===== src/rtl/cga_text_fetch_if.sv =====
// Signal bundle between the CRTC/VRAM-arbiter side and the CGA text/graphics fetch sequencer.
// The fetcher uses the master modport; the surrounding logic (or a testbench) uses slave.
interface cga_text_fetch_if;
    logic        char_strobe;
    logic [13:0] crtc_addr;
    logic [4:0]  row_addr;
    logic        display_enable;
    logic        grph_mode;
    logic [18:0] pixel_addr;
    logic        pixel_read;
    logic [7:0]  pixel_data;
    logic [7:0]  char_byte;
    logic [7:0]  attr_byte;
    logic        cell_valid;
    logic        fetch_overrun;

    modport master (
        input  char_strobe, crtc_addr, row_addr, display_enable, grph_mode, pixel_data,
        output pixel_addr, pixel_read, char_byte, attr_byte, cell_valid, fetch_overrun
    );

    modport slave (
        output char_strobe, crtc_addr, row_addr, display_enable, grph_mode, pixel_data,
        input  pixel_addr, pixel_read, char_byte, attr_byte, cell_valid, fetch_overrun
    );
endinterface


===== src/rtl/cga_text_fetch.sv =====
// Per-cell VRAM fetch sequencer: reads two bytes per character cell into a shadow
// buffer and presents them to the serializer at the following cell strobe.
module cga_text_fetch #(
    parameter logic [18:0] VRAM_BASE = 19'h00000
) (
    input logic               clk,
    input logic               reset,
    cga_text_fetch_if.master  bus
);

    typedef enum logic [1:0] {
        S_IDLE,
        S_ADDR0,
        S_ADDR1,
        S_CAP1
    } state_t;

    state_t      r_state;
    logic [13:0] r_a0;
    logic [18:0] r_pixel_addr;
    logic        r_pixel_read;
    logic [7:0]  r_shadow0;
    logic [7:0]  r_shadow1;
    logic        r_shadow_valid;
    logic [7:0]  r_char_byte;
    logic [7:0]  r_attr_byte;
    logic        r_cell_valid;
    logic        r_fetch_overrun;

    logic [13:0] w_a0;
    logic [13:0] w_a1;
    logic        w_launch;
    logic        w_unused;

    // Graphics mode interleaves even/odd scan lines into the two 8 KB halves of the window.
    assign w_a0     = bus.grph_mode ? {bus.row_addr[0], bus.crtc_addr[11:0], 1'b0}
                                    : {bus.crtc_addr[12:0], 1'b0};
    assign w_a1     = r_a0 + 14'd1;
    assign w_launch = bus.char_strobe && bus.display_enable && (r_state == S_IDLE);
    assign w_unused = ^{bus.row_addr[4:1], bus.crtc_addr[13]};

    always_ff @(posedge clk or posedge reset) begin
        if (reset) begin
            r_state         <= S_IDLE;
            r_a0            <= 14'h0000;
            r_pixel_addr    <= 19'h00000;
            r_pixel_read    <= 1'b0;
            r_shadow0       <= 8'h00;
            r_shadow1       <= 8'h00;
            r_shadow_valid  <= 1'b0;
            r_char_byte     <= 8'h00;
            r_attr_byte     <= 8'h00;
            r_cell_valid    <= 1'b0;
            r_fetch_overrun <= 1'b0;
        end else begin
            if (bus.char_strobe) begin
                r_char_byte    <= r_shadow0;
                r_attr_byte    <= r_shadow1;
                r_cell_valid   <= r_shadow_valid;
                r_shadow_valid <= 1'b0;
                if (!bus.display_enable) begin
                    r_shadow0 <= 8'h00;
                    r_shadow1 <= 8'h00;
                end
                if (r_state != S_IDLE) begin
                    r_fetch_overrun <= 1'b1;
                end
            end

            // Captures of an in-flight fetch are placed last so they win over a colliding strobe.
            case (r_state)
                S_IDLE: begin
                    r_pixel_read <= 1'b0;
                    if (w_launch) begin
                        r_state      <= S_ADDR0;
                        r_a0         <= w_a0;
                        r_pixel_addr <= VRAM_BASE | {5'b0, w_a0};
                        r_pixel_read <= 1'b1;
                    end
                end
                S_ADDR0: begin
                    r_state      <= S_ADDR1;
                    r_pixel_addr <= VRAM_BASE | {5'b0, w_a1};
                    r_pixel_read <= 1'b1;
                end
                S_ADDR1: begin
                    r_state      <= S_CAP1;
                    r_shadow0    <= bus.pixel_data;
                    r_pixel_read <= 1'b0;
                end
                S_CAP1: begin
                    r_state        <= S_IDLE;
                    r_shadow1      <= bus.pixel_data;
                    r_shadow_valid <= 1'b1;
                    r_pixel_read   <= 1'b0;
                end
                default: begin
                    r_state      <= S_IDLE;
                    r_pixel_read <= 1'b0;
                end
            endcase
        end
    end

    assign bus.pixel_addr    = r_pixel_addr;
    assign bus.pixel_read    = r_pixel_read;
    assign bus.char_byte     = r_char_byte;
    assign bus.attr_byte     = r_attr_byte;
    assign bus.cell_valid    = r_cell_valid;
    assign bus.fetch_overrun = r_fetch_overrun;

endmodule


===== src/flat_wrapper.sv =====
// flat-port wrapper written by rule: the top's interface ports become plain ports
module cga_text_fetch_flat 
#(
    parameter logic [18:0] VRAM_BASE = 19'h00000
)
  (clk, reset, bus_char_strobe, bus_crtc_addr, bus_row_addr, bus_display_enable, bus_grph_mode, bus_pixel_data, bus_pixel_addr, bus_pixel_read, bus_char_byte, bus_attr_byte, bus_cell_valid, bus_fetch_overrun);
  cga_text_fetch_if bus_i ();
  input logic clk;
  input logic reset;
  input wire logic [$bits(bus_i.char_strobe)-1:0] bus_char_strobe;
  input wire logic [$bits(bus_i.crtc_addr)-1:0] bus_crtc_addr;
  input wire logic [$bits(bus_i.row_addr)-1:0] bus_row_addr;
  input wire logic [$bits(bus_i.display_enable)-1:0] bus_display_enable;
  input wire logic [$bits(bus_i.grph_mode)-1:0] bus_grph_mode;
  input wire logic [$bits(bus_i.pixel_data)-1:0] bus_pixel_data;
  output wire logic [$bits(bus_i.pixel_addr)-1:0] bus_pixel_addr;
  output wire logic [$bits(bus_i.pixel_read)-1:0] bus_pixel_read;
  output wire logic [$bits(bus_i.char_byte)-1:0] bus_char_byte;
  output wire logic [$bits(bus_i.attr_byte)-1:0] bus_attr_byte;
  output wire logic [$bits(bus_i.cell_valid)-1:0] bus_cell_valid;
  output wire logic [$bits(bus_i.fetch_overrun)-1:0] bus_fetch_overrun;
  assign bus_i.char_strobe = bus_char_strobe;
  assign bus_i.crtc_addr = bus_crtc_addr;
  assign bus_i.row_addr = bus_row_addr;
  assign bus_i.display_enable = bus_display_enable;
  assign bus_i.grph_mode = bus_grph_mode;
  assign bus_i.pixel_data = bus_pixel_data;
  assign bus_pixel_addr = bus_i.pixel_addr;
  assign bus_pixel_read = bus_i.pixel_read;
  assign bus_char_byte = bus_i.char_byte;
  assign bus_attr_byte = bus_i.attr_byte;
  assign bus_cell_valid = bus_i.cell_valid;
  assign bus_fetch_overrun = bus_i.fetch_overrun;
  cga_text_fetch #(.VRAM_BASE(VRAM_BASE)) u_core (.clk(clk), .reset(reset), .bus(bus_i));
endmodule

===== config.mk =====
export PLATFORM = sky130hd
export DESIGN_NAME = cga_text_fetch_flat
export DESIGN_NICKNAME = d
export VERILOG_FILES = /design/src/rtl/cga_text_fetch_if.sv /design/src/rtl/cga_text_fetch.sv /design/src/flat_wrapper.sv
export SDC_FILE = /design/constraint.sdc
export NUM_CORES = 1
export LEC_CHECK = 0
export ABC_CLOCK_PERIOD_IN_PS = 6000
export CORE_MARGIN = 2
export CORE_UTILIZATION = 40
export CTS_CLUSTER_DIAMETER = 100
export CTS_CLUSTER_SIZE = 40
export DETAILED_ROUTE_END_ITERATION = 10
export MAX_ROUTING_LAYER = met4
export PLACE_DENSITY = 0.74
export SYNTH_ARGS = -nofsm -noshare
export SYNTH_HDL_FRONTEND = slang
export SYNTH_SLANG_ARGS = --single-unit
export TNS_END_PERCENT = 1

===== constraint.sdc =====
create_clock -name clk -period 6 [get_ports clk]
set_input_delay 1.2 -clock clk [delete_from_list [all_inputs] [get_ports clk]]
set_output_delay 1.2 -clock clk [all_outputs]
set_load 0.005 [all_outputs]

==> metrics.md <==
| Metric | Value |
|---|---|
| Diode insertion count for antenna repair | `0` |
| Row count | `31` |
| Final Critical Period | `between 3 and 4 ns` |
| Total I/O pin count | `70` |
| Final critical-path share of the clock period | `just under 60%` |
| Post-synthesis cell type count | `28` |
| Total of warnings raised by yosys | `0` |
| Insertion delay to the later sink of the worst-skew pair | `between 0.3 and 0.4 ns` |
| Worst hold path class | `reg2reg` |
| Aggregate routed wire length | `slightly above 5000 µm` |
| Reg2Reg Setup Slack | `around 3.4 ns` |
| Post-route DRC violation count | `0` |
| Destination of the worst register-to-register timing path | `u_core.bus.pixel_addr[10]` |
| Worst path cell trace | `clkdlybuf4s50_1 > nand3_4 > o21ai_2 > mux2_2` |
| Launch point of the worst reg-to-reg path | `u_core.r_state[1]` |
| Pwr/cell area | `between 500 and 600 mW/mm²` |
| RD Place Congestion | `roughly 0.75` |
| Cts repair resizes | `0` |
| #FFs+latches synth | `65` |
| Total iterations of the first detailed-routing run | `4` |
| Post-DR vias/cell | `roughly 4.6` |
| Hold Path Sink | `u_core.r_shadow_valid` |
| TritonCTS clock tree | `built` |
| Worst min-delay path startpoint | `u_core.r_shadow_valid` |
| Family of cells with the greatest summed delay on the critical path | `buffers and inverters` |
| Total number of vias | `approximately 1,700` |
| Slew of the pin with the lowest slew margin | `roughly 1 ns` |
| Die height | `90.4 µm` |
| Average wire per standard cell | `13.8 µm` |
| Worst Path Required | `6.22 ns` |
| Via count of the first global-routing pass | `roughly 1,800` |
| Number of buffers added by the clock tree synthesis step | `9` |
| Buf+Inv Stages, Crit Path | `1` |
| Bufs on Longest Clock Path | `2` |
| Die footprint | `0.00816 mm²` |
| Hold Crit Depth | `1` |
| Detailed Route Iter0 Violations | `between 40 and 50` |
| Data arrival time of the critical path | `between 3 and 4 ns` |
| Worst max-slew margin expressed relative to the limit | `roughly a third` |
| Overall global routing resource usage | `14.4%` |
| Antenna violations before repair | `0` |
| Longest individual stage delay on the worst path | `1.14 ns` |
| Leakage | `between 1.5 and 2 nW` |
| Critical Path Sink Type | `flip-flop` |
| Number of max-cap violations | `0` |
| Number of clock sinks seen by CTS | `65` |
| Syn-to-layout area delta | `26.7%` |
| Wire length of the first global-routing pass | `8910 µm` |
| Count of final max-slew check failures | `0` |
| Share of cells above drive strength 1 | `between 20% and 30%` |
| Unrepaired setup endpoints after global routing | `false` |
| Remaining antenna violation count after routing | `0` |
| Placeable core region | `slightly above 0.007 mm²` |
| Slowest cell on the critical path | `sky130_fd_sc_hd__clkdlybuf4s50_1` |
| Startpoint class of the critical path | `input pin` |
| Syn_area_per_cell | `~14 µm²` |
| Startpoint-to-endpoint class of the critical path | `in2reg` |
| Post-CTS Setup Repair Bufs | `0` |
| Final instance area | `0.00378 mm²` |
| Area after detailed placement | `~0.0036 mm²` |
| Combined area of all synthesized cells | `about 0.0030 mm²` |
| Cells on worst reg2reg path | `5` |
| Setup TNS after final layout | `0 ns` |
| Sum of overflow across all layers after global routing | `0` |
| Worst setup skew after layout | `between 0.006 and 0.007 ns` |
| Width of the chip | `approximately 90 µm` |
| Net total in the final layout | `312` |
| Peak Freq | `0.289 GHz` |
| Critical path peak fanout | `21` |
| Clock root buffer | `sky130_fd_sc_hd__clkbuf_8` |
| Final HPWL DP | `3510 µm` |
| Hold buffers post-CTS | `0` |
| Outcome | `completed` |
| Number of endpoints with negative hold slack in the final report | `0` |
| Maximum number of pins on one net before global-route repair | `66` |
| Number of I/O port buffers | `slightly below 60` |
| Clock slew at reported path FFs | `roughly 0.070 ns` |
| Count of mapped cells out of synthesis | `about 210` |
| Initial core utilization | `around 41%` |
| Number of H-tree branching levels | `3` |
| Total of endpoints with negative setup slack in the final report | `0` |
| Share of synthesized area occupied by flip-flops and latches | `between 50% and 60%` |
| Maximum VDD drop | `~0.14 mV` |
[worst reg2reg max path, stage by stage, from the launching register on]
cell                      delay (ns)
sky130_fd_sc_hd__dfrtp_1        0.44
sky130_fd_sc_hd__inv_1          0.13
sky130_fd_sc_hd__ha_1           0.76
sky130_fd_sc_hd__inv_4          0.04
sky130_fd_sc_hd__o21ai_2        0.74
sky130_fd_sc_hd__mux2_2         0.41
[metrics by stage]
step                      setup slack, ns  cells  power [mW]  hold slack [ns]  util, %
after floorplan                      3.17    215        1.29            0.448        -
after global placement               2.14    361        1.56            0.460     49.6
after detailed placement             2.14    361        1.59            0.470     49.6
after CTS                            2.51    377        1.93            0.489     52.1
after global routing                 2.40    377        2.04            0.513     52.1
final                                2.54    377        1.90            0.483     52.1
[logic make-up after synthesis]
logic type / count (synthesis) / share of synthesized area [%]
fa+ha+maj: 7 / 2.94
simple gates: 24 / 4.99
compound gates: 7 / 1.76
mux: 73 / 28.9
buf+inv: 34 / 6.80
flops: 65 / 54.5
other cells: 1 / 0.126
[flip-flops by register name (all words and copies together) (netlist names)]
register and count:
u_core.bus.char_byte 8, u_core.r_a0 13, u_core.bus.fetch_overrun 1, u_core.r_shadow1 8, u_core.bus.pixel_addr 14, u_core.bus.cell_valid 1, u_core.bus.attr_byte 8, u_core.r_shadow0 8
u_core.r_shadow_valid 1, u_core.r_state 2, u_core.bus.pixel_read 1
[per-layer routing]
metal	part of all wire (%)	global-route usage (%)	vias to the layer above	wire, µm
li1	-	-	822	-
met1	46	18.1	870	2390
met2	48	21.5	42	2480
met3	4.2	4.42	9	220
met4	1.9	6.15	0	97
met5	0	-	-	0
[cell usage in the layout (no fill, tap or decap), types with 2 or more instances in the layout]
master / synthesis / layout
sky130_fd_sc_hd__ha_1: 7 / 7
sky130_fd_sc_hd__clkinvlp_4: 0 / 2
sky130_fd_sc_hd__dfrtp_1: 65 / 65
sky130_fd_sc_hd__nor2_8: 2 / 2
sky130_fd_sc_hd__mux2_2: 34 / 34
sky130_fd_sc_hd__mux2i_1: 17 / 17
sky130_fd_sc_hd__clkdlybuf4s50_1: 0 / 59
sky130_fd_sc_hd__mux2_4: 16 / 16
sky130_fd_sc_hd__conb_1: 1 / 5
sky130_fd_sc_hd__clkinv_2: 0 / 3
sky130_fd_sc_hd__inv_1: 20 / 19
sky130_fd_sc_hd__clkbuf_8: 0 / 11
sky130_fd_sc_hd__nand2_1: 17 / 17
sky130_fd_sc_hd__mux2_1: 6 / 6
[worst max path at each step]
stage / startpoint / to / slack, ns / cells after the start
after floorplan: reset / u_core.bus.attr_byte[0] / 3.17 / 1
after global placement: bus_char_strobe / u_core.bus.pixel_addr[10] / 2.14 / 4
after detailed placement: bus_char_strobe / u_core.bus.pixel_addr[10] / 2.14 / 4
after CTS: bus_char_strobe / u_core.bus.pixel_addr[10] / 2.51 / 4
after global routing: bus_char_strobe / u_core.bus.pixel_addr[11] / 2.40 / 4
final: bus_char_strobe / u_core.bus.pixel_addr[10] / 2.54 / 4
[layout make-up]
class / instances / area [µm²]
fillers: 662 / 3470
repair buffers: 60 / 598
multi-input cells: 116 / 1170
well taps: 99 / 124
inverters: 21 / 81.3
clock buffers: 11 / 151
flip-flops and latches: 65 / 1630
clock inverters: 5 / 30.0
[cells in the mapped netlist]
library cell               instances  area share [%]
sky130_fd_sc_hd__a21boi_1          1            0.25
sky130_fd_sc_hd__a21o_1            1            0.25
sky130_fd_sc_hd__a21oi_1           1            0.17
sky130_fd_sc_hd__and2b_4           1            0.34
sky130_fd_sc_hd__buf_1             2            0.25
sky130_fd_sc_hd__buf_12            1            0.67
sky130_fd_sc_hd__buf_4             6             1.5
sky130_fd_sc_hd__buf_6             3             1.1
sky130_fd_sc_hd__buf_8             1            0.50
sky130_fd_sc_hd__conb_1            1            0.13
sky130_fd_sc_hd__dfrtp_1          65              55
sky130_fd_sc_hd__ha_1              7             2.9
sky130_fd_sc_hd__inv_1            20             2.5
sky130_fd_sc_hd__inv_4             1            0.21
sky130_fd_sc_hd__mux2_1            6             2.3
sky130_fd_sc_hd__mux2_2           34              13
sky130_fd_sc_hd__mux2_4           16             8.1
sky130_fd_sc_hd__mux2i_1          17             5.7
sky130_fd_sc_hd__nand2_1          17             2.1
sky130_fd_sc_hd__nand2b_1          1            0.21
sky130_fd_sc_hd__nand3_4           1            0.59
sky130_fd_sc_hd__nor2_8            2             1.3
sky130_fd_sc_hd__nor3_1            1            0.17
sky130_fd_sc_hd__o21ai_0           1            0.17
sky130_fd_sc_hd__o21ai_2           1            0.29
sky130_fd_sc_hd__o21bai_1          1            0.25
sky130_fd_sc_hd__o221a_2           1            0.38
sky130_fd_sc_hd__or3_1             1            0.21
[power breakdown]
part | leakage [nW] | switching, mW | internal (mW)
clock network | 0.0911 | 0.165 | 0.170
registers | 0.821 | 0.112 | 0.652
logic | 0.834 | 0.294 | 0.509
Power figures use the tool's default switching activity.
